`src/rtl/fetch_queue.sv`:
```
// fetch_queue: instruction prefetch FIFO between the fetch PC/ROM and IF/ID; define FETCH_BYPASS_EN for same-cycle empty-queue bypass.
module fetch_queue #(
   parameter int ADDR_W   = 6,
   parameter int DATA_W   = 32,
   parameter int DEPTH    = 4,
   parameter int RESET_PC = 0
) (
   input  logic                       clk,
   input  logic                       resetIn,
   input  logic                       enable,
   input  logic                       redirect,
   input  logic [ADDR_W-1:0]          redirectAddr,
   output logic [ADDR_W-1:0]          romAddr,
   input  logic [DATA_W-1:0]          romInst,
   output logic                       outValid,
   input  logic                       outReady,
   output logic [ADDR_W-1:0]          outAddr,
   output logic [DATA_W-1:0]          outInst,
   output logic [$clog2(DEPTH):0]     count
);
   localparam int PW = $clog2(DEPTH);
   localparam int CW = PW + 1;
   logic [ADDR_W-1:0] fetchPC;
   logic [PW-1:0]     rdPtr, wrPtr;
   logic [ADDR_W-1:0] memAddr [DEPTH];
   logic [DATA_W-1:0] memInst [DEPTH];
   logic empty, full, advance, bypass, pop, push, popQ, writeQ;
   always_comb begin
      empty   = count == '0;
      full    = count == CW'(DEPTH);
      advance = enable & ~redirect;
`ifdef FETCH_BYPASS_EN
      bypass  = empty & advance;
`else
      bypass  = 1'b0;
`endif
      outValid = ~empty | bypass;
      outAddr  = !empty ? memAddr[rdPtr] : bypass ? fetchPC : '0;
      outInst  = !empty ? memInst[rdPtr] : bypass ? romInst : '0;
      pop      = advance & outValid & outReady;
      push     = advance & (~full | pop);
      // a bypassed entry that is consumed immediately never touches the storage
      popQ     = pop & ~empty;
      writeQ   = push & ~(empty & pop);
      romAddr  = fetchPC;
   end
   always_ff @(posedge clk) begin
      if (resetIn) begin
         fetchPC <= ADDR_W'(RESET_PC);
         rdPtr   <= '0;
         wrPtr   <= '0;
         count   <= '0;
      end else if (enable) begin
         if (redirect) begin
            fetchPC <= redirectAddr;
            rdPtr   <= '0;
            wrPtr   <= '0;
            count   <= '0;
         end else begin
            if (push) fetchPC <= fetchPC + 1'b1;
            if (writeQ) wrPtr <= wrPtr + 1'b1;
            if (popQ) rdPtr <= rdPtr + 1'b1;
            count <= count + CW'(writeQ) - CW'(popQ);
         end
      end
   end
   always_ff @(posedge clk) begin
      if (!resetIn && writeQ) begin
         memAddr[wrPtr] <= fetchPC;
         memInst[wrPtr] <= romInst;
      end
   end
endmodule

```
`config.mk`:
```
export PLATFORM = sky130hd
export DESIGN_NAME = fetch_queue
export DESIGN_NICKNAME = d
export VERILOG_FILES = /design/src/rtl/fetch_queue.sv
export SDC_FILE = /design/constraint.sdc
export NUM_CORES = 1
export LEC_CHECK = 0
export CORE_UTILIZATION = 59
export CTS_CLUSTER_SIZE = 28
export DETAILED_ROUTE_END_ITERATION = 6
export PLACE_DENSITY = 0.95
export SLEW_MARGIN = 25
export SYNTH_ARGS = -nofsm -noshare
export SYNTH_HDL_FRONTEND = slang
export SYNTH_SLANG_ARGS = --single-unit
```
`constraint.sdc`:
```
create_clock -name clk -period 6.7 [get_ports clk]
set_clock_uncertainty 0.1 [all_clocks]
set_input_delay 1.005 -clock clk [delete_from_list [all_inputs] [get_ports clk]]
set_output_delay 1.005 -clock clk [all_outputs]
set_load 0.02 [all_outputs]
```
==> key figures, run 1 <==
Clocking
  – Resized Gates After CTS: 0
  – CTS tree: built
  – CTS Buffer Depth: 2
  – TritonCTS buffer count: 17
  – Postcts setup bufs: 0
  – CTS clock-pin slew for the worst setup and hold paths: 70 ps
  – Clk Latency, worst-skew pair: 520 ps
  – Root Driver: clkbuf_8
  – Hold_buf cts: 0
  – CTS H-tree lvls: 4
  – Clock sink count: 167

Worst hold path
  – Worst Hold Depth: 2
  – Min-Delay Startpoint: count[2]
  – Hold Path End: count[2]
  – HP Class: flop to flop

Routing
  – Post-DR wirelength/cell: 20.7 µm
  – Iteration-0 DRC Markers: 254
  – Drt pass-1 iters: 5
  – Routed Antenna Nets: 0
  – Via count: 3449
  – Routed Wire Length: 12.2 mm
  – Via-per-instance ratio: 5.85
  – Drt drc: 0

Final layout
  – N_diodes: 0
  – Layout cell share with drive strength beyond 1: 18.9%
  – Area growth from synthesis to layout: 23.7%
  – Layout net count: 488
  – FILL cells: 625

Floorplanning
  – Row count: 38
  – Die footprint: 11600 µm²
  – Initial Util: 60.8%
  – DIE HEIGHT: 108 µm
  – Io pins: 91
  – Core area: 10800 µm²
  – Die X: 108 µm

Global route
  – Largest net degree at the start of global routing: 43
  – First-pass GRT wire length: 19.3 mm
  – GRT Total Usage: 23.5%
  – Antenna violations before repair: 1
  – Vias in the first global route: 3494
  – GRT overflow: 0

Timing
  – Period utilisation layout: 58.4%
  – Final Critical Period: 3910 ps
  – Hold Fails Final Rpt: 0
  – Fmax: 0.256 GHz
  – RSZ-0062 raised after global routing: false
  – Final number of setup-violating endpoints: 0
  – Worst Tran Pin Value: 1010 ps
  – Fin Setup TNS: 0 ps
  – Worst slew margin: 32.5%
  – Max-slew violation count: 0

Setup path
  – WP data required: 5590 ps
  – Worst reg-to-reg setup slack: 3650 ps
  – Worst Reg-to-Reg Cells: 11
  – R2r startpoint: count[1]
  – Crit Path Class: flop to output port
  – Critical Path AT: 2810 ps
  – CP Max Fanout: 38
  – CP Capture Type: output port
  – RR Endpoint: count[2]
  – CP startpoint kind: flop

Yosys
  – Synth Register Bits: 167
  – Mapped Cells: 342
  – Most common cell in the netlist: edfxtp_1
  – Synth top area share: 69.2%
  – Synth unique cells: 39
  – Netlist Area Pre-Place: 6590 µm²
  – Async SR Flop Fraction: 0%
  – Synth cell count leaders: edfxtp_1, and2_1, mux4_2
  – Syn Nets: 393
  – Sequential fraction of the synthesis area: 73.8%
  – Synth area leaders: edfxtp_1, mux4_2, dfxtp_1
  – Top FF cell, synth: edfxtp_1
  – Dominant cell type by area after synthesis: edfxtp_1
  – Yosys Warn Count: 0
  – Synth Area per Inst: 19.3 µm²
  – Number of enable flip-flop cells after synthesis: 152

Job
  – Max cap viols: 0

Power and ir drop
  – Worst VDD drop: 0.226 mV
  – LEAKAGE: 2.62 nW
  – PwrDens: 265 nW/µm²
  – Total Power: 2.17 mW

Status
  – Outcome: complete, no violations

Place
  – DP HPWL: 7.06 mm
  – IO Port Bufs: 90
  – GPL Wtd Cong: 0.826
registers in the layout (all words and copies together) (netlist names), named ones only:
register,count
memInst,128
memAddr,24
romAddr,6
count,3
rdPtr,2
wrPtr,2
worst max-delay path by stage:
| stage | endpoint | slack, ps |
|---|---|---|
| after global placement | count[2] | 2900 |
| final | outInst[31] | 2790 |
| after detailed placement | count[2] | 2810 |
| after global routing | outInst[31] | 2640 |
| after CTS | outInst[31] | 2720 |
| after floorplan | count[2] | 3580 |
cell usage in the layout, fill, tap and decap left out, drive strengths merged, types with 2 or more instances in the layout:
master and n:
clkinv 3, clkinvlp 6, nand3 4, or3 3
a31oi 3, mux2i 2, nor2 11, ha 7
dfxtp 15, edfxtp 152, nand2 11, and2 43
clkbuf 19, a21oi 7, o21ai 5, clkdlybuf4s50 90
a22oi 2, a211oi 3, inv 9, mux4 38
cell families (layout without fill, tap and decap cells):
kind of cell / Yosys count / count (layout) / share of synthesized area (%)
flops: 167 / 167 / 73.8
simple gates: 78 / 78 / 6.66
mux: 40 / 40 / 13.3
compound gates: 27 / 27 / 2.89
buf+inv: 21 / 129 / 1.59
fa+ha+maj: 8 / 8 / 1.63
xor+xnor: 1 / 1 / 0.133
cell type report:
class                   count  area (µm²)  share of cell area [%]
flip-flops and latches    167        4870                    59.7
multi-input cells         154        1630                    20.0
repair buffers             91         908                    11.1
clock buffers              19         432                    5.29
well taps                 140         175                    2.15
clock inverters            13         123                    1.50
inverters                   6        22.5                   0.276
where the power goes:
group,internal (mW),switching [mW]
Clock,0.506,0.399
Sequential,1.15,0.00969
Combinational,0.0513,0.0482
metal layers:
metal,up-vias,part of all wire (%),track usage (%)
li1,1548,-,-
met4,2,2.2,9.69
met2,162,50,36.6
met3,24,6.9,5.87
met1,1713,41,32.0
met5,-,0.098,0
through the flow:
stage	util, %	setup slack [ps]	hold slack, ps	cells	area (µm²)
6_report	75.2	2790	416	590	8160
5_1_grt	75.2	2640	448	590	8160
4_1_cts	75.2	2720	417	590	8160
3_5_place_dp	70.1	2810	408	558	7600
3_3_place_gp	70.1	2900	380	558	7600
2_1_floorplan	-	3580	381	342	6590
critical path, cell delays in order, from the launching register on:
cell and delay [ps]:
dfxtp_2 330, buf_4 580, mux4_2 620, and2_1 190
clkdlybuf4s50_1 530
Power figures use the tool's default switching activity.
==> inputs of run 2 (changes only) <==
--- a/config.mk
+++ b/config.mk
@@ -5,10 +5,10 @@
 export SDC_FILE = /design/constraint.sdc
 export NUM_CORES = 1
 export LEC_CHECK = 0
-export CORE_UTILIZATION = 59
+export CORE_UTILIZATION = 54
 export CTS_CLUSTER_SIZE = 28
 export DETAILED_ROUTE_END_ITERATION = 6
-export PLACE_DENSITY = 0.95
+export PLACE_DENSITY = 0.91
 export SLEW_MARGIN = 25
 export SYNTH_ARGS = -nofsm -noshare
 export SYNTH_HDL_FRONTEND = slang
==> constraint.sdc (replaced) <==
create_clock -name clk -period 3.96 [get_ports clk]
set_clock_uncertainty 0.1 [all_clocks]
set_input_delay 0.594 -clock clk [delete_from_list [all_inputs] [get_ports clk]]
set_output_delay 0.594 -clock clk [all_outputs]
set_load 0.02 [all_outputs]
==> run 2 against run 1 <==
Combinational power grew 73%. Final cell count grew 2.0%. Hold slack got worse by 8.0 ps. Sequential share of layout area shrank 0.78 points. Critical path depth shrank 1. Register-to-register slack lost 2400 ps. Non-clock buffer count grew 9. Utilization shrank 4.3 points. Flip-flop and latch count stayed put. Highest routed layer is now met4.
==> key figures, run 2 (synthesis gave the netlist of run 1 again) <==
Floorplanning
  – Core area: 11700 µm² (was 10800 µm²)
  – Die X: 112 µm (was 108 µm)
  – Initial Util: 56.5% (was 60.8%)
  – Die footprint: 12700 µm² (was 11600 µm²)
  – Io pins: 91 (unchanged)
  – DIE HEIGHT: 112 µm (was 108 µm)
  – Row count: 39 (was 38)

Global route
  – First-pass GRT wire length: 19.5 mm (was 19.3 mm)
  – GRT overflow: 0 (unchanged)
  – Antenna violations before repair: 0 (was 1)
  – Largest net degree at the start of global routing: 42 (was 43)
  – Met2 GRT Util: 35.0% (was 36.6%)
  – Vias in the first global route: 3681 (was 3494)
  – GRT Total Usage: 21.4% (was 23.5%)
  – Met1 Use GR: 27.1% (was 32.0%)
  – Busiest grt layer: met2 (unchanged)
  – Met3 Use GR: 5.94% (was 5.87%)

Routing
  – Drt drc: 0 (unchanged)
  – Post-DR wirelength/cell: 20.4 µm (was 20.7 µm)
  – Via-per-instance ratio: 5.74 (was 5.85)
  – Drt pass-1 iters: 4 (was 5)
  – Via count: 3453 (was 3449)
  – Routed Antenna Nets: 0 (unchanged)
  – Routed Wire Length: 12.3 mm (was 12.2 mm)
  – Iteration-0 DRC Markers: 187 (was 254)

Final layout
  – Flip-flop count of the largest register after layout: 128 (unchanged)
  – Commonest non-fill, non-tap cell in the layout: edfxtp_1 (unchanged)
  – Layout cell share with drive strength beyond 1: 20.0% (was 18.9%)
  – Commonest cells after routing, fill and taps aside: edfxtp_1, clkdlybuf4s50_1, mux4_2, and2_1, clkbuf_16 (unchanged)
  – Layout net count: 497 (was 488)
  – Final Non-Filler Cells: 602 (was 590)
  – Area growth from synthesis to layout: 25.4% (was 23.7%)
  – Top reg by flops: memInst (unchanged)
  – N_diodes: 0 (unchanged)

Setup path
  – R2r startpoint: count[1] (unchanged)
  – CP Capture Type: output port (unchanged)
  – Max incr delay on CP: 860 ps (was 620 ps)
  – CP startpoint kind: flop (unchanged)
  – WP data required: 3270 ps (was 5590 ps)
  – Slowest cell on crit path: dfxtp_4 (was mux4_2)
  – Crit Path Class: flop to output port (unchanged)
  – Critical Path AT: 2650 ps (was 2810 ps)
  – CP Max Fanout: 38 (unchanged)
  – Critical path, cell by cell: mux4_2 -> and2_1 -> clkdlybuf4s50_1 (was buf_4 -> mux4_2 -> and2_1 -> clkdlybuf4s50_1)

Worst hold path
  – HP Class: flop to flop (unchanged)
  – Min-Delay Startpoint: count[2] (unchanged)

Place
  – Placed Cells: 570 (was 558)
  – IO Port Bufs: 90 (unchanged)
  – GPL Wtd Cong: 0.891 (was 0.826)
  – Post-place setup slack: 619 ps (was 2810 ps)
  – DP HPWL: 7.20 mm (was 7.06 mm)

Power and ir drop
  – Total Power: 3.66 mW (was 2.17 mW)
  – PwrDens: 443 nW/µm² (was 265 nW/µm²)
  – LEAKAGE: 2.69 nW (was 2.62 nW)
  – Worst VDD drop: 0.347 mV (was 0.226 mV)

Timing
  – RSZ-0062 raised after global routing: false (unchanged)
  – PnR worst setup slack: 621 ps (was 2790 ps)
  – Worst Tran Pin Value: 808 ps (was 1010 ps)
  – Fin Setup TNS: 0 ps (unchanged)
  – Hold Fails Final Rpt: 0 (unchanged)
  – Max-slew violation count: 0 (unchanged)
  – Fin Hold WS: 408 ps (was 416 ps)
  – Final number of setup-violating endpoints: 0 (unchanged)
  – Fmax: 0.299 GHz
  – Worst slew margin: 46.2% (was 32.5%)
  – Period utilisation layout: 84.3%
  – Final Critical Period: 3340 ps

Clocking
  – Clk Latency, worst-skew pair: 430 ps (was 520 ps)
  – Hold_buf cts: 0 (unchanged)
  – Resized Gates After CTS: 0 (unchanged)
  – Root Driver: clkbuf_16 (was clkbuf_8)
  – CTS clock-pin slew for the worst setup and hold paths: 70 ps (about the same)
  – Postcts setup bufs: 0 (unchanged)
  – CTS H-tree lvls: 4 (unchanged)
  – Clock sink count: 167 (unchanged)
  – CTS tree: built (unchanged)
  – TritonCTS buffer count: 17 (unchanged)
  – CTS Buffer Depth: 2 (unchanged)

Status
  – Outcome: complete, no violations (unchanged)

Job
  – Max cap viols: 0 (unchanged)
==> run 2: cell types whose count changed in the layout (fill, tap and decap cells not counted) <==
cell,delta
buf_4,+6
clkinv_1,+1
or3_1,+1
clkinvlp_4,-3
clkinv_4,+4
inv_8,-1
dfxtp_4,+1
clkbuf_16,+1
dfxtp_2,-1
clkbuf_8,-2
buf_12,+3
or3_2,-1
==> run 2: worst max-delay path, delay by kind of cell, from the launching register on <==
kind | cells | cell delay, ps
and+or+nand+nor | 1 | 190
buffers and inverters | 1 | 540
muxes | 1 | 630
DFF | 1 | 860
==> run 2: layout make-up <==
| cell class | instances | area (µm²) |
|---|---|---|
| Clock buffer | 18 | 429 |
| Clock inverter | 14 | 128 |
| Fill cell | 721 | 3390 |
| Inverter | 6 | 22.5 |
| Multi-Input combinational cell | 154 | 1630 |
| Sequential cell | 167 | 4870 |
| Tap cell | 143 | 179 |
| Timing Repair Buffer | 100 | 1010 |
==> run 2: per-layer routing <==
layer  part of all wire [%]  up-vias
li1                       -     1565
met1                     41     1731
met2                     51      132
met3                    5.9       25
met4                    2.0        0
met5                      0        -
==> run 2: final timing paths <==
kind | cells after the start | slack [ps] | endpoint
setup / recovery | 3 | 620 | outAddr[2]
hold / removal | 2 | 410 | count[2]
setup reg to reg | 12 | 1230 | count[2]
hold reg to reg | 2 | 410 | count[2]
==> run 2: through the flow <==
step	util [%]	instance area, µm²
floorplan	-	6590
global placement	66.1	7710
detailed placement	66.1	7710
CTS	70.9	8270
global route	70.9	8270
finish	70.9	8270
==> run 2: where the power goes <==
part	switching (mW)	internal, mW	total (mW)	leakage, nW
Combinational	0.0808	0.0908	0.172	0.916
Clock	0.658	0.867	1.52	0.264
Sequential	0.0182	1.95	1.96	1.51
Total	0.757	2.90	3.66	2.69
==> RTL edit 1 (flow settings as in run 2) <==
Register the output `count` once more, with the module's reset; this adds one clock of latency there. The other outputs are not delayed to match.
--- a/src/rtl/fetch_queue.sv
+++ b/src/rtl/fetch_queue.sv
@@ -20,14 +20,16 @@
 );
    localparam int PW = $clog2(DEPTH);
    localparam int CW = PW + 1;
+
+   logic [$clog2(DEPTH):0] count_s0;
    logic [ADDR_W-1:0] fetchPC;
    logic [PW-1:0]     rdPtr, wrPtr;
    logic [ADDR_W-1:0] memAddr [DEPTH];
    logic [DATA_W-1:0] memInst [DEPTH];
    logic empty, full, advance, bypass, pop, push, popQ, writeQ;
    always_comb begin
-      empty   = count == '0;
-      full    = count == CW'(DEPTH);
+      empty   = count_s0 == '0;
+      full    = count_s0 == CW'(DEPTH);
       advance = enable & ~redirect;
 `ifdef FETCH_BYPASS_EN
       bypass  = empty & advance;
@@ -49,18 +51,18 @@
          fetchPC <= ADDR_W'(RESET_PC);
          rdPtr   <= '0;
          wrPtr   <= '0;
-         count   <= '0;
+         count_s0 <= '0;
       end else if (enable) begin
          if (redirect) begin
             fetchPC <= redirectAddr;
             rdPtr   <= '0;
             wrPtr   <= '0;
-            count   <= '0;
+            count_s0 <= '0;
          end else begin
             if (push) fetchPC <= fetchPC + 1'b1;
             if (writeQ) wrPtr <= wrPtr + 1'b1;
             if (popQ) rdPtr <= rdPtr + 1'b1;
-            count <= count + CW'(writeQ) - CW'(popQ);
+            count_s0 <= count_s0 + CW'(writeQ) - CW'(popQ);
          end
       end
    end
@@ -70,5 +72,13 @@
          memInst[wrPtr] <= romInst;
       end
    end
+   always_ff @(posedge clk) begin
+      if (resetIn) begin
+         count <= '0;
+      end else begin
+         count <= count_s0;
+      end
+   end
+
 endmodule
 
Formal check against the unedited RTL: not equivalent (a bounded check fails within 4 cycles, from zero or initial values and one cycle with resetIn high).
==> RTL edit 1 against run 2 <==
- total power up 4.9%
- area after synthesis up 1.5%
- register-to-register slack better by 0.02 ns
- sequential share of layout area down 0.50 points
- cell area up 2.1%
- final cell count up 5.0%
- setup slack better by 0.013 ns
- wire length down 2.6%
- synthesized cell count up 1.8%
- sequential cell count up 3
- largest power group unchanged
- highest routed layer unchanged
==> RTL edit 1: results (changes against run 2) <==
[global_routing]
grt_first_pass_wirelength_um = 19400  ; was 19,500 um
grt_pass1_vias = 3864  ; was 3,681
antenna_found_initial = 0  ; unchanged
grt_usage = 0.207  ; was 0.214

[critical_path]
critPathArrivalTime_ns = 2.63  ; was 2.65 ns
r2r-start = count_s0[1]  ; was count[1]
r2r_slack_ns = 1.25  ; was 1.23 ns
r2r_end = count_s0[2]  ; was count[2]

[place]
pre_cts_ws_ns = 0.588  ; was 0.619 ns
dp_hpwl_um = 7270  ; was 7200 um
place.gp.congestion = 0.856  ; was 0.891
dpl_cell_area_um2 = 7830  ; was 7710 um2

[sta]
setup_ws_ns = 0.634  ; was 0.621 ns
tightestPinTransition_ns = 0.776  ; was 0.808 ns

[final_layout]
layout-drive-gt1-share = 0.205  ; was 0.200
fill_cells = 752  ; was 721
nets = 501  ; was 497

[logic_synthesis]
synth_warnings = 0  ; unchanged
synthTopCellsByCount = 152 x edfxtp_1, 42 x and2_1, 38 x mux4_2  ; unchanged
syn-num-nets = 399  ; was 393
synthDistinctLibCells = 41  ; was 39
synth_top_cells_by_area = edfxtp_1 68%, mux4_2 13%, dfxtp_1 5.4%  ; was edfxtp_1 69%, mux4_2 13%, dfxtp_1 4.6%
ys_seq_area_frac = 0.736  ; was 0.738

[clock_network]
clk_pin_slew_worst_paths_ns = 0.06
cts.path.max_buffers = 2  ; unchanged
clk_latency_ns = 0.42

[route]
vias = 3513  ; was 3,453
first_iter_violations = 245  ; was 187
wire_per_inst_um = 19.0  ; was 20.4 um

[pwr]
peakVddDrop_v = 0.000341  ; was 0.000347 V
p_leak_nw = 2.75  ; was 2.69 nW

[min_path]
holdCritStartpoint = rdPtr[1]  ; was count[2]

[status]
status = completed  ; unchanged

RTL edit 1: changes by cell type after synthesis, moves of 2 or more:
cell / before / now
dfxtp_1: 15 / 18
a21oi_2: 0 / 3
a211oi_1: 2 / 0
o21ai_0: 0 / 2
nor2b_1: 1 / 4
a211oi_2: 1 / 3
a21oi_1: 7 / 5
RTL edit 1: through the flow:
stage	util	hold WS [ns]	instances
final	0.700	0.397	632
after global routing	0.700	0.445	631
after CTS	0.700	0.394	631
after detailed placement	0.649	0.378	599
after global placement	0.649	0.384	599
after floorplan	-	0.358	348
RTL edit 1: kinds of logic (layout without fill, tap and decap cells):
kind of cell               Yosys count  count (layout)  synth area share
AOI/OAI and AO/OA                   29              29            0.0331
xor gates and xnor gates             1               1           0.00131
and+or+nand+nor                     78              78            0.0662
adders and majority gates            8               8            0.0161
buffers and inverters               22             137            0.0163
other                                0               1                 0
DFF                                170             170             0.736
muxes                               40              40             0.131
RTL edit 1: where the power goes:
part	leakage, nW	total, W	switching [W]	internal (W)
Combinational	0.920	0.000173	0.0000816	0.0000911
Clock	0.294	0.00167	0.000623	0.00105
Sequential	1.53	0.00199	0.0000178	0.00198
RTL edit 1: how the worst max path moves through the flow:
| stage | from | endpoint | cells after the start |
|---|---|---|---|
| 4_1_cts | flop | outInst[28] | 3 |
| 2_1_floorplan | outReady | count_s0[2] | 12 |
| 3_3_place_gp | outReady | count_s0[2] | 13 |
| 5_1_grt | flop | outInst[28] | 3 |
| 6_report | flop | outAddr[1] | 3 |
| 3_5_place_dp | outReady | count_s0[2] | 13 |
RTL edit 1: cell type report:
type,instances,area share
multi-input cells,156,0.197
flip-flops and latches,170,0.584
diodes,1,0.000296
repair buffers,99,0.119
inverters,6,0.00267
clock inverters,13,0.0209
well taps,168,0.0249
clock buffers,19,0.0513
RTL edit 1: layer usage:
metal	wire [um]	vias up	global-route usage
met2	6190	139	0.350
li1	-	1584	-
met5	0	-	0
met3	863	25	0.0728
met4	204	0	0.0816
met1	4730	1765	0.243
RTL edit 1: worst max-delay path, cell delays in order, from the launching register on:
cell             delay (ns)
dfxtp_4                0.86
mux4_2                 0.60
and2_1                 0.20
clkdlybuf4s50_1        0.54
==> RTL edit 2 (config.mk and constraints of run 2) <==
Without the edit above. Set the parameter `ADDR_W` to 7 (it was 6).
--- a/src/rtl/fetch_queue.sv
+++ b/src/rtl/fetch_queue.sv
@@ -1,6 +1,6 @@
 // fetch_queue: instruction prefetch FIFO between the fetch PC/ROM and IF/ID; define FETCH_BYPASS_EN for same-cycle empty-queue bypass.
 module fetch_queue #(
-   parameter int ADDR_W   = 6,
+   parameter int ADDR_W   = 7,
    parameter int DATA_W   = 32,
    parameter int DEPTH    = 4,
    parameter int RESET_PC = 0
Interface: changed (resized outAddr, redirectAddr and romAddr); port bits go from 91 to 94. The function was not compared with the original's and may differ.
==> RTL edit 2 against run 2 <==
- total power up 2.4%
- die area up 3.1%
- cell area up 3.4%
- global-route usage down 0.66 points
- sequential power up 3%
- sequential cell count up 5
- area after synthesis up 3.2%
- utilization down 0.62 points
- critical path depth unchanged
- setup slack worse by 0.015 ns
- wire length up 2.3%
- largest cell class unchanged
==> RTL edit 2: results (changes against run 2) <==
[status]
status = completed  ; unchanged

[logic_synthesis]
ys_seq_area_frac = 0.736  ; was 0.738
syn_area_per_cell_um2 = 18.9  ; was 19.3 um2
synthXorXnorAreaFrac = 0.00129  ; was 0.00133
synth_top_cells_by_area = edfxtp_1 69%, mux4_2 13%, dfxtp_1 4.7%  ; was edfxtp_1 69%, mux4_2 13%, dfxtp_1 4.6%
synthDistinctLibCells = 36  ; was 39
synth_compound_area_frac = 0.0329  ; was 0.0289
synthTopCellsByCount = 156 x edfxtp_1, 43 x and2_1, 39 x mux4_2  ; was 152 x edfxtp_1, 42 x and2_1, 38 x mux4_2
synth_edf_count = 156  ; was 152
synth_fa_ha_area_frac = 0.0158  ; was 0.0163
syn-num-nets = 411  ; was 393
muxShareOfSynthArea = 0.131  ; was 0.133

[final_layout]
multi_input_cells = 165  ; was 154
multi_input_area_share = 0.199  ; was 0.197
clk_share = 0.0663  ; was 0.0673
fill_cells = 744  ; was 721
seq_area_frac = 0.586  ; was 0.589
num-nonclk-buffers = 102  ; was 100
n_clock_buffer = 24  ; was 18
nonClkBufAreaFrac = 0.121  ; was 0.123
layout-drive-gt1-share = 0.191  ; was 0.200
nets = 516  ; was 497

[route]
met1_length_um = 5090  ; was 5060 um
first_iter_violations = 174  ; was 187
vias = 3581  ; was 3,453
wl_met2_um = 6630  ; was 6280 um
wire_per_inst_um = 19.5  ; was 20.4 um
met3WireLength_um = 825  ; was 726 um
via_per_inst = 5.55  ; was 5.74

[global_routing]
grt_max_degree = 43  ; was 42
grt_pass1_vias = 3812  ; was 3,681
grt_use_met3 = 0.0577  ; was 0.0594
grt_util_met1 = 0.264  ; was 0.271
grt_first_pass_wirelength_um = 19800  ; was 19,500 um
use_met2 = 0.351  ; was 0.350
grt_usage = 0.208  ; was 0.214

[sta]
timing.hold.ws_ns = 0.393  ; was 0.408 ns
fmax_mhz = 298  ; was 299 MHz
tightestPinTransition_ns = 0.790  ; was 0.808 ns

[clock_network]
post_cts_resized = 0  ; unchanged
clk_latency_ns = 0.41  ; was 0.43 ns
clock-sinks = 172  ; was 167
clk_pin_slew_worst_paths_ns = 0.06

[place]
dp.cells = 613  ; was 570
io_buffers = 93  ; was 90
place.gp.congestion = 0.794  ; was 0.891
pre_cts_ws_ns = 0.627  ; was 0.619 ns
dp_hpwl_um = 7680  ; was 7200 um

[critical_path]
r2r_slack_ns = 1.25  ; was 1.23 ns
path_delay_family = flip-flops  ; unchanged
critPathArrivalTime_ns = 2.66  ; was 2.65 ns
critical_path_peak_fanout = 39  ; was 38

[pwr]
p_leak_nw = 2.79  ; was 2.69 nW
intPower_w = 0.00301  ; was 0.00290 W
peakVddDrop_v = 0.000250  ; was 0.000347 V

RTL edit 2: final timing paths:
path	start	endpoint	cells after the start
hold / removal	count[2]	count[2]	2
setup / recovery	flop	outInst[1]	3
setup reg to reg	count[1]	count[2]	12
hold reg to reg	count[2]	count[2]	2
RTL edit 2: power by group through the flow:
stage	clock network [W]	logic, W	registers (W)
floorplan	0	0.0000708	0.00206
global placement	0	0.000171	0.00206
detailed placement	0	0.000176	0.00206
CTS	0.00157	0.000178	0.00202
global route	0.00165	0.000190	0.00202
finish	0.00155	0.000177	0.00202
RTL edit 2: through the flow:
step,instance area (um2),power (W),utilization
after floorplan,6800,0.00213,-
after global placement,7980,0.00223,0.656
after detailed placement,7980,0.00224,0.656
after CTS,8550,0.00377,0.703
after global routing,8550,0.00386,0.703
final,8550,0.00375,0.703
RTL edit 2: cells by family after synthesis:
| group | after synthesis |
|---|---|
| flops | 172 |
| buf+inv | 22 |
| xor+xnor | 1 |
| mux | 40 |
| simple gates | 85 |
| fa+ha+maj | 8 |
| compound gates | 31 |
